$ cat config.mk
export PLATFORM = sky130hd
export DESIGN_NAME = bit_serializer
export DESIGN_NICKNAME = d
export VERILOG_FILES = /design/src/rtl/bit_ser_pkg.sv /design/src/rtl/ser_hold_reg.sv /design/src/rtl/bit_serializer.sv
export SDC_FILE = /design/constraint.sdc
export NUM_CORES = 1
export LEC_CHECK = 0
export BUFFER_PORTS_ARGS = -buffer_cell sky130_fd_sc_hd__buf_2
export CORE_ASPECT_RATIO = 1.2
export CORE_UTILIZATION = 56
export CTS_BUF_LIST = sky130_fd_sc_hd__clkbuf_8
export CTS_CLUSTER_DIAMETER = 80
export DETAILED_ROUTE_END_ITERATION = 6
export HOLD_SLACK_MARGIN = 0.05
export PLACE_DENSITY = 0.8
export RECOVER_POWER = 50
export REMOVE_ABC_BUFFERS = 1
export SLEW_MARGIN = 20
export SYNTH_ARGS = -nofsm -noshare
export SYNTH_HDL_FRONTEND = slang
export SYNTH_SLANG_ARGS = --single-unit
export TNS_END_PERCENT = 30
$ cat constraint.sdc
create_clock -name clk -period 2.6 [get_ports clk]
set_input_delay 0.26 -clock clk [delete_from_list [all_inputs] [get_ports clk]]
set_output_delay 0.26 -clock clk [all_outputs]
set_load 0.03 [all_outputs]
$ cat src/rtl/bit_ser_pkg.sv
`default_nettype none
// ============================================================================
// Module   : bit_ser_pkg
// Purpose  : Shared types and constants for the bit serializer: FSM state
//            encoding, default word width and word counter width.
// Ports    : none (package)
// Revision : 1.0 - initial release
// ============================================================================
package bit_ser_pkg;

  // IDLE: shifter empty. SHIFT: a word is being emitted on bit_out.
  typedef enum logic [0:0] {
    IDLE  = 1'b0,
    SHIFT = 1'b1
  } ser_state_t;

  localparam int c_default_width = 8;
  localparam int c_word_cnt_w    = 16;

endpackage : bit_ser_pkg
`default_nettype wire

$ cat src/rtl/ser_hold_reg.sv
`default_nettype none
// ============================================================================
// Module   : ser_hold_reg
// Purpose  : Single-entry holding register that parks one word while the
//            serializer is busy shifting the previous word.
// Ports    : clk      - clock
//            rst      - synchronous active-high reset (empties the entry)
//            i_load   - capture i_data and mark the entry valid
//            i_clear  - empty the entry (its word has been consumed)
//            i_data   - word to capture
//            o_data   - held word
//            o_valid  - entry holds a word
// Revision : 1.0 - initial release
// ============================================================================
module ser_hold_reg #(
  parameter int WIDTH = 8
) (
  input  logic             clk,
  input  logic             rst,
  input  logic             i_load,
  input  logic             i_clear,
  input  logic [WIDTH-1:0] i_data,
  output logic [WIDTH-1:0] o_data,
  output logic             o_valid
);

  logic [WIDTH-1:0] r_data;
  logic             r_valid;

  // Load and clear never coincide in the serializer (load needs an empty
  // entry, clear needs a full one); clear wins should they ever both fire.
  always_ff @(posedge clk) begin
    if (rst) begin
      r_valid <= 1'b0;
      r_data  <= '0;
    end else if (i_clear) begin
      r_valid <= 1'b0;
    end else if (i_load) begin
      r_valid <= 1'b1;
      r_data  <= i_data;
    end
  end

  assign o_data  = r_data;
  assign o_valid = r_valid;

endmodule : ser_hold_reg
`default_nettype wire

$ cat src/rtl/bit_serializer.sv
`default_nettype none
// ============================================================================
// Module   : bit_serializer
// Purpose  : Parallel-to-serial converter with a one-word skid (hold)
//            register so back-to-back words stream with no idle cycles.
// Ports    : clk         - clock, all state updates on the rising edge
//            reset       - synchronous active-high reset
//            s_data      - parallel word to serialize
//            s_valid     - s_data is valid
//            s_ready     - a word can be accepted this cycle
//            bit_out     - serial data (0 when bit_valid is low)
//            bit_valid   - bit_out carries a live bit
//            frame_start - high while the first bit of a word is shown
//            word_count  - words fully shifted out (wraps)
// Revision : 1.0 - initial release
// ============================================================================
module bit_serializer
  import bit_ser_pkg::*;
#(
  parameter int WIDTH     = c_default_width,
  parameter int MSB_FIRST = 1
) (
  input  logic                    clk,
  input  logic                    reset,
  input  logic [WIDTH-1:0]        s_data,
  input  logic                    s_valid,
  output logic                    s_ready,
  output logic                    bit_out,
  output logic                    bit_valid,
  output logic                    frame_start,
  output logic [c_word_cnt_w-1:0] word_count
);

  localparam int             CW     = $clog2(WIDTH);
  localparam logic [CW-1:0]  C_LAST = CW'(WIDTH - 1);

  ser_state_t              r_state;
  logic [WIDTH-1:0]        r_shift;
  logic [CW-1:0]           r_bit_cnt;
  logic                    r_bit_out;
  logic                    r_bit_valid;
  logic                    r_frame_start;
  logic [c_word_cnt_w-1:0] r_word_count;

  logic                    w_accept;
  logic                    w_last;
  logic                    w_hold_valid;
  logic [WIDTH-1:0]        w_hold_data;
  logic                    w_hold_load;
  logic                    w_hold_clear;
  logic                    w_load;
  logic [WIDTH-1:0]        w_load_data;
  logic [WIDTH-1:0]        w_shift_nx;

  // Bit that leaves the shifter first for a word (or shifted word).
  function automatic logic first_bit(input logic [WIDTH-1:0] x);
    return (MSB_FIRST != 0) ? x[WIDTH-1] : x[0];
  endfunction

  function automatic logic [WIDTH-1:0] shift_one(input logic [WIDTH-1:0] x);
    return (MSB_FIRST != 0) ? {x[WIDTH-2:0], 1'b0} : {1'b0, x[WIDTH-1:1]};
  endfunction

  assign s_ready  = ~w_hold_valid & ~reset;
  assign w_accept = s_valid & s_ready;
  assign w_last   = (r_state == SHIFT) && (r_bit_cnt == C_LAST);

  // Mid-word accepts park in the hold register; on the last-bit edge a held
  // word takes precedence, otherwise a word offered on that same edge goes
  // straight into the shifter so the stream keeps running without a gap.
  assign w_hold_load  = (r_state == SHIFT) && !w_last && w_accept;
  assign w_hold_clear = w_last && w_hold_valid;
  assign w_load       = w_hold_clear || (w_accept && ((r_state == IDLE) || w_last));
  assign w_load_data  = w_hold_clear ? w_hold_data : s_data;
  assign w_shift_nx   = shift_one(r_shift);

  ser_hold_reg #(
    .WIDTH (WIDTH)
  ) u_hold (
    .clk     (clk),
    .rst     (reset),
    .i_load  (w_hold_load),
    .i_clear (w_hold_clear),
    .i_data  (s_data),
    .o_data  (w_hold_data),
    .o_valid (w_hold_valid)
  );

  // r_bit_cnt indexes the bit currently presented on bit_out, so the output
  // registers are written together with the shifter on every edge.
  always_ff @(posedge clk) begin
    if (reset) begin
      r_state       <= IDLE;
      r_shift       <= '0;
      r_bit_cnt     <= '0;
      r_bit_out     <= 1'b0;
      r_bit_valid   <= 1'b0;
      r_frame_start <= 1'b0;
      r_word_count  <= '0;
    end else begin
      if (w_last) begin
        r_word_count <= r_word_count + 16'd1;
      end
      if (w_load) begin
        r_state       <= SHIFT;
        r_shift       <= w_load_data;
        r_bit_cnt     <= '0;
        r_bit_out     <= first_bit(w_load_data);
        r_bit_valid   <= 1'b1;
        r_frame_start <= 1'b1;
      end else if ((r_state == SHIFT) && !w_last) begin
        r_shift       <= w_shift_nx;
        r_bit_cnt     <= r_bit_cnt + 1'b1;
        r_bit_out     <= first_bit(w_shift_nx);
        r_bit_valid   <= 1'b1;
        r_frame_start <= 1'b0;
      end else begin
        r_state       <= IDLE;
        r_bit_cnt     <= '0;
        r_bit_out     <= 1'b0;
        r_bit_valid   <= 1'b0;
        r_frame_start <= 1'b0;
      end
    end
  end

  assign bit_out     = r_bit_out;
  assign bit_valid   = r_bit_valid;
  assign frame_start = r_frame_start;
  assign word_count  = r_word_count;

endmodule : bit_serializer
`default_nettype wire
## After elaboration in Yosys (flattened, before gate mapping)

Cells that the tools add are included.

- Output and inout bits: 20
- Word-level logic and storage cells: 42
- Register bits after elaboration: 39
- Input port bits: 11

- Muxes and demuxes: 10
- Reductions and logical operators: 12
- Eq/ne operators: 2
- Bitwise logic cells: 7
- Add/sub/neg operators: 2

Operators with widths:

| kind | count |
|---|---|
| $add 16x1->16 const B | 1 |
| $mux 7 | 2 |
| $mux 8 | 1 |
| $mux 1 | 7 |
| $logic_and 1x1->1 | 5 |
| $not 1->1 | 5 |
| $add 3x1->3 const B | 1 |
| $eq 3x3->1 const B | 1 |
| $reduce_or 3->1 | 1 |
| $and 1x1->1 | 2 |
| $logic_or 1x1->1 | 2 |
| $ne 2x2->1 const B | 1 |
| $reduce_and 2->1 | 1 |
| $reduce_bool 2->1 | 1 |
| $reduce_or 2->1 | 1 |
| $logic_not 1->1 | 1 |

## Depth between registers and ports, before layout

- Word-level depth: 6
- Gate-level depth with buffers: 7
- Mapped depth without buffers: 6

## By module

From an unflattened synthesis, not the netlist that was laid out.

- Cell total of the unflattened synthesis: 186
- Area, all modules: 1731.7 µm²

By module, submodules not included:

| module | seq. area each (µm²) | area each (µm²) | cells an instance | times used |
|---|---|---|---|---|
| bit_serializer | 600.6 | 1328.8 | 149 | 1 |
| ser_hold_reg | 180.2 | 402.9 | 37 | 1 |

## Worst setup path before layout

OpenSTA, ideal clock, no wires.

- Path type: register -> register
- From: register r_bit_cnt[0]
- To: register r_word_count[15] (netlist: word_count[15])
- Cell stages (with the launch flop): 8
- Setup slack: 0.778 ns
- Data required time: 2.530 ns
- Buffers on the path: 1
- Clock period less this slack: 1.822 ns
- Data arrival time: 1.752 ns
- Library setup time: 0.070 ns
- Cells stage by stage: dfxtp_1 > ha_1 > ha_1 > nand3_2 > or2_1 > buf_2 > or4_1 > a21oi_1

- Cells in the longest elaborated chain, start to end: 2

RTL lines:

| item | line | source |
|---|---|---|
| start: declaration | bit_serializer.sv:39 | `logic [CW-1:0] r_bit_cnt;` |
| start signal: assignment | bit_serializer.sv:113 | `r_bit_cnt <= r_bit_cnt + 1'b1;` |
| $eq 3x3->1 | bit_serializer.sv:66 | `assign w_last = (r_state == SHIFT) && (r_bit_cnt == C_LAST);` |
| $logic_and 1x1->1 | bit_serializer.sv:66 |  |
| end signal: assignment | bit_serializer.sv:102 | `r_word_count <= r_word_count + 16'd1;` |
| end: declaration | bit_serializer.sv:43 | `logic [c_word_cnt_w-1:0] r_word_count;` |

No other way between the ends.
A chain may end at the register's enable or synchronous reset.

## Worst setup path in the final report

- From: register r_bit_cnt[0]
- To: register u_hold.r_data[3] (netlist: u_hold.o_data[3])

- Cells in the longest elaborated chain, start to end: 6
- Elaborated cells between the ends (all ways): 8
- Those cells by class: 1 x eq/ne; 1 x bitwise; 6 x reduce/logical

RTL lines:

| item | line | source |
|---|---|---|
| $eq 3x3->1 (*) | bit_serializer.sv:66 |  |
| $logic_and 1x1->1 (*) | bit_serializer.sv:66 |  |
| $logic_not 1->1 | bit_serializer.sv:71 | `assign w_hold_load = (r_state == SHIFT) && !w_last && w_accept;` |
| $logic_and 1x1->1 (2 in a row) | bit_serializer.sv:71 |  |
| $reduce_and 2->1 (no line) (*) | - |  |
| end signal: assignment | ser_hold_reg.sv:40 | `r_data <= i_data;` |
| end: declaration | ser_hold_reg.sv:27 | `logic [WIDTH-1:0] r_data;` |

Every way passes the cells marked *; elsewhere a longest branch is shown, timed or not.

==> metrics.csv <==
metric,value,unit
crit_chain,ha_1 -> ha_1 -> nor2b_1 -> nand2_1 -> nand2_1 -> a21oi_1,
utilization,66.8,%
die_w,51.5,µm
post-synth-top-count-cell,dfxtp_1,
numCtsBuffers,5,
clockRootBuffer,clkbuf_8,
die_area,3160,µm²
fin_ws,0.530,ns
yosysWarnings,0,
synth-edff-count,0,
power_density,582,nW/µm²
areaGrowthSynthToFinish,13.0,%
worstPathRequired,2.74,ns
setup_viol,0,
synth_area_leader_cell,dfxtp_1,
crit_slowest_cell,nor2b_1,
clk_latency,0.29,ns
grt-ovfl-total,0,
p_leak,0.000682,µW
synth_cells,183,
io_buffers,30,
grtUsageTotal,24.5,%
timing_hold_violations_final,0,
synth_common_cells,"39 x dfxtp_1, 20 x nor2_1, 17 x a21oi_1, 17 x nand2_1, 11 x nand3_1",
yosys-top-cells-area,"dfxtp_1 47%, a21oi_1 5.2%, nor2_1 4.6%, mux2_2 4.1%, nand2_1 3.9%",
hpwl,2430,µm
worstMarginPinSlew,0.781,ns
dp_cells,238,
slowest_delay,0.55,ns
clock_path_buffers,2,
grt_max_degree,41,
fin_nets,225,
cts-htree-levels,2,
status,"complete, no violations",
grt_pass1_wl,5710,µm
layout-drive-gt1-share,12.7,%
rows,21,
postCtsSetupRepairBufs,0,
routed_wl,3510,µm
fin_crit,2.07,ns
cts_sinks,39,
period_share,79.6,%
yosysUniqueCellTypes,33,
crit_buf_inv,0,
yosysSeqAreaShare,47.4,%
fin_cells,246,
max_freq,483,MHz
vias_per_cell,5.83,
async_flop_share,0,%
die_h,61.4,µm
rsz0062_at_grt,false,
cts.clk_slew.worst_paths,0.07,ns
core_area,2790,µm²
criticalPathCategory,reg -> reg,
antenna_found_initial,0,
postCtsResizedCells,0,
ant_nets,0,
drcViolationCount,0,
cts_tree,done,
ys.flop_type,dfxtp_1,
avgRoutedWirePerCell,14.3,µm
netlist_area,1650,µm²
start_util,59.1,%
end_kind,flip-flop,
yosysTopAreaCellShare,47.4,%
hold_class,in -> reg,
critPathArrivalTime,2.21,ns
path_max_fanout,9,
cp_top_family,simple AND/OR/NAND/NOR gates,
grt_pass1_vias,1333,
vias,1435,
cts_hold_buf,0,
setup_tns,0,ns
fin_worst_skew,0.00490,ns
first_pass_iters,4,
slew_violations,0,
cp-start-kind,flip-flop,
max_slew_margin,47.9,%
vdd_drop_max,521,µV
timing.max_cap.violations,0,
ys_seq_elements,39,
place_congestion,0.764,
antennaDiodeCount,0,
dp_slack,0.621,ns
io_pins,31,
drt-initial-drc-count,77,
syn_avg_cell_area,9.00,µm²
## report_power, final
part           internal [µW]  switching (µW)  total, µW  leakage, µW
logic                   30.3            52.2       82.5     0.000315
registers                612            10.7        623     0.000316
clock network            180             197        377    0.0000505
total                    823             260       1080     0.000682
## placed cells by master (no fill, tap or decap)
master / instances
xnor2_1: 4
nand3_1: 12
buf_2: 11
a22oi_1: 1
clkbuf_8: 5
a21oi_1: 17
and2_1: 1
ha_1: 3
clkbuf_2: 1
o31ai_1: 1
inv_1: 2
or3_1: 4
a222oi_1: 5
and4_1: 3
nand2b_1: 2
nor2b_1: 2
o21a_1: 1
xor2_1: 6
a22o_1: 1
nor2_1: 20
nor3b_1: 3
mux2i_1: 2
or2_1: 1
and3_1: 2
o21ai_0: 5
buf_4: 2
nand2_1: 17
clkinv_2: 1
mux2_2: 6
dfxtp_1: 39
clkbuf_1: 19
nor3_1: 4
and2_0: 1
nand4_1: 5
a211oi_1: 1
a21bo_2: 1
or4_1: 1
## worst min-delay path, cell delays in order
cell and delay [ns]:
buf_2 0.10, nand3_1 0.06, a21oi_1 0.05
## worst paths after layout
path                 from               end  slack, ns  cells after the start
max          r_bit_cnt[0]  u_hold.o_data[3]       0.53                      6
min             s_data[7]  u_hold.o_data[7]       0.22                      3
max reg2reg  r_bit_cnt[0]  u_hold.o_data[3]       0.53                      6
min reg2reg  r_bit_cnt[0]      r_bit_cnt[0]       0.43                      1
## per-layer routing
layer,global-route usage [%],up-vias,wire [µm]
met5,0,-,0
met4,10.4,0,59
met3,7.90,6,188
met2,43.4,43,1840
met1,26.9,684,1420
li1,-,702,-
## flip-flops by register name, summed over array words and instances, names as in the netlist
name and flops:
r_state 1, bit_out 1, word_count 16, bit_valid 1, u_hold.o_valid 1, frame_start 1
r_shift 7, r_bit_cnt 3, u_hold.o_data 8
## through the flow
stage / hold slack (ns) / instance area [µm²] / power (µW)
final: 0.224 / 1860 / 1080
after global routing: 0.230 / 1860 / 1130
after CTS: 0.223 / 1890 / 1090
after detailed placement: 0.422 / 1810 / 718
after global placement: 0.415 / 1810 / 714
after floorplan: 0.329 / 1600 / 680
## cells by family (layout without fill, tap and decap cells)
family	after synthesis	count (layout)	share of synthesized area [%]
simple gates	78	78	23.9
flops	39	39	47.4
compound gates	33	33	12.7
buf+inv	12	41	3.12
xor+xnor	10	10	5.32
mux	8	8	5.32
fa+ha+maj	3	3	2.28
## layout make-up
| type | instances | area (µm²) |
|---|---|---|
| flip-flops and latches | 39 | 781 |
| fillers | 258 | 925 |
| clock inverters | 3 | 12.5 |
| multi-input cells | 132 | 810 |
| repair buffers | 33 | 146 |
| well taps | 34 | 42.5 |
| clock buffers | 5 | 68.8 |
Power figures use the tool's default switching activity.
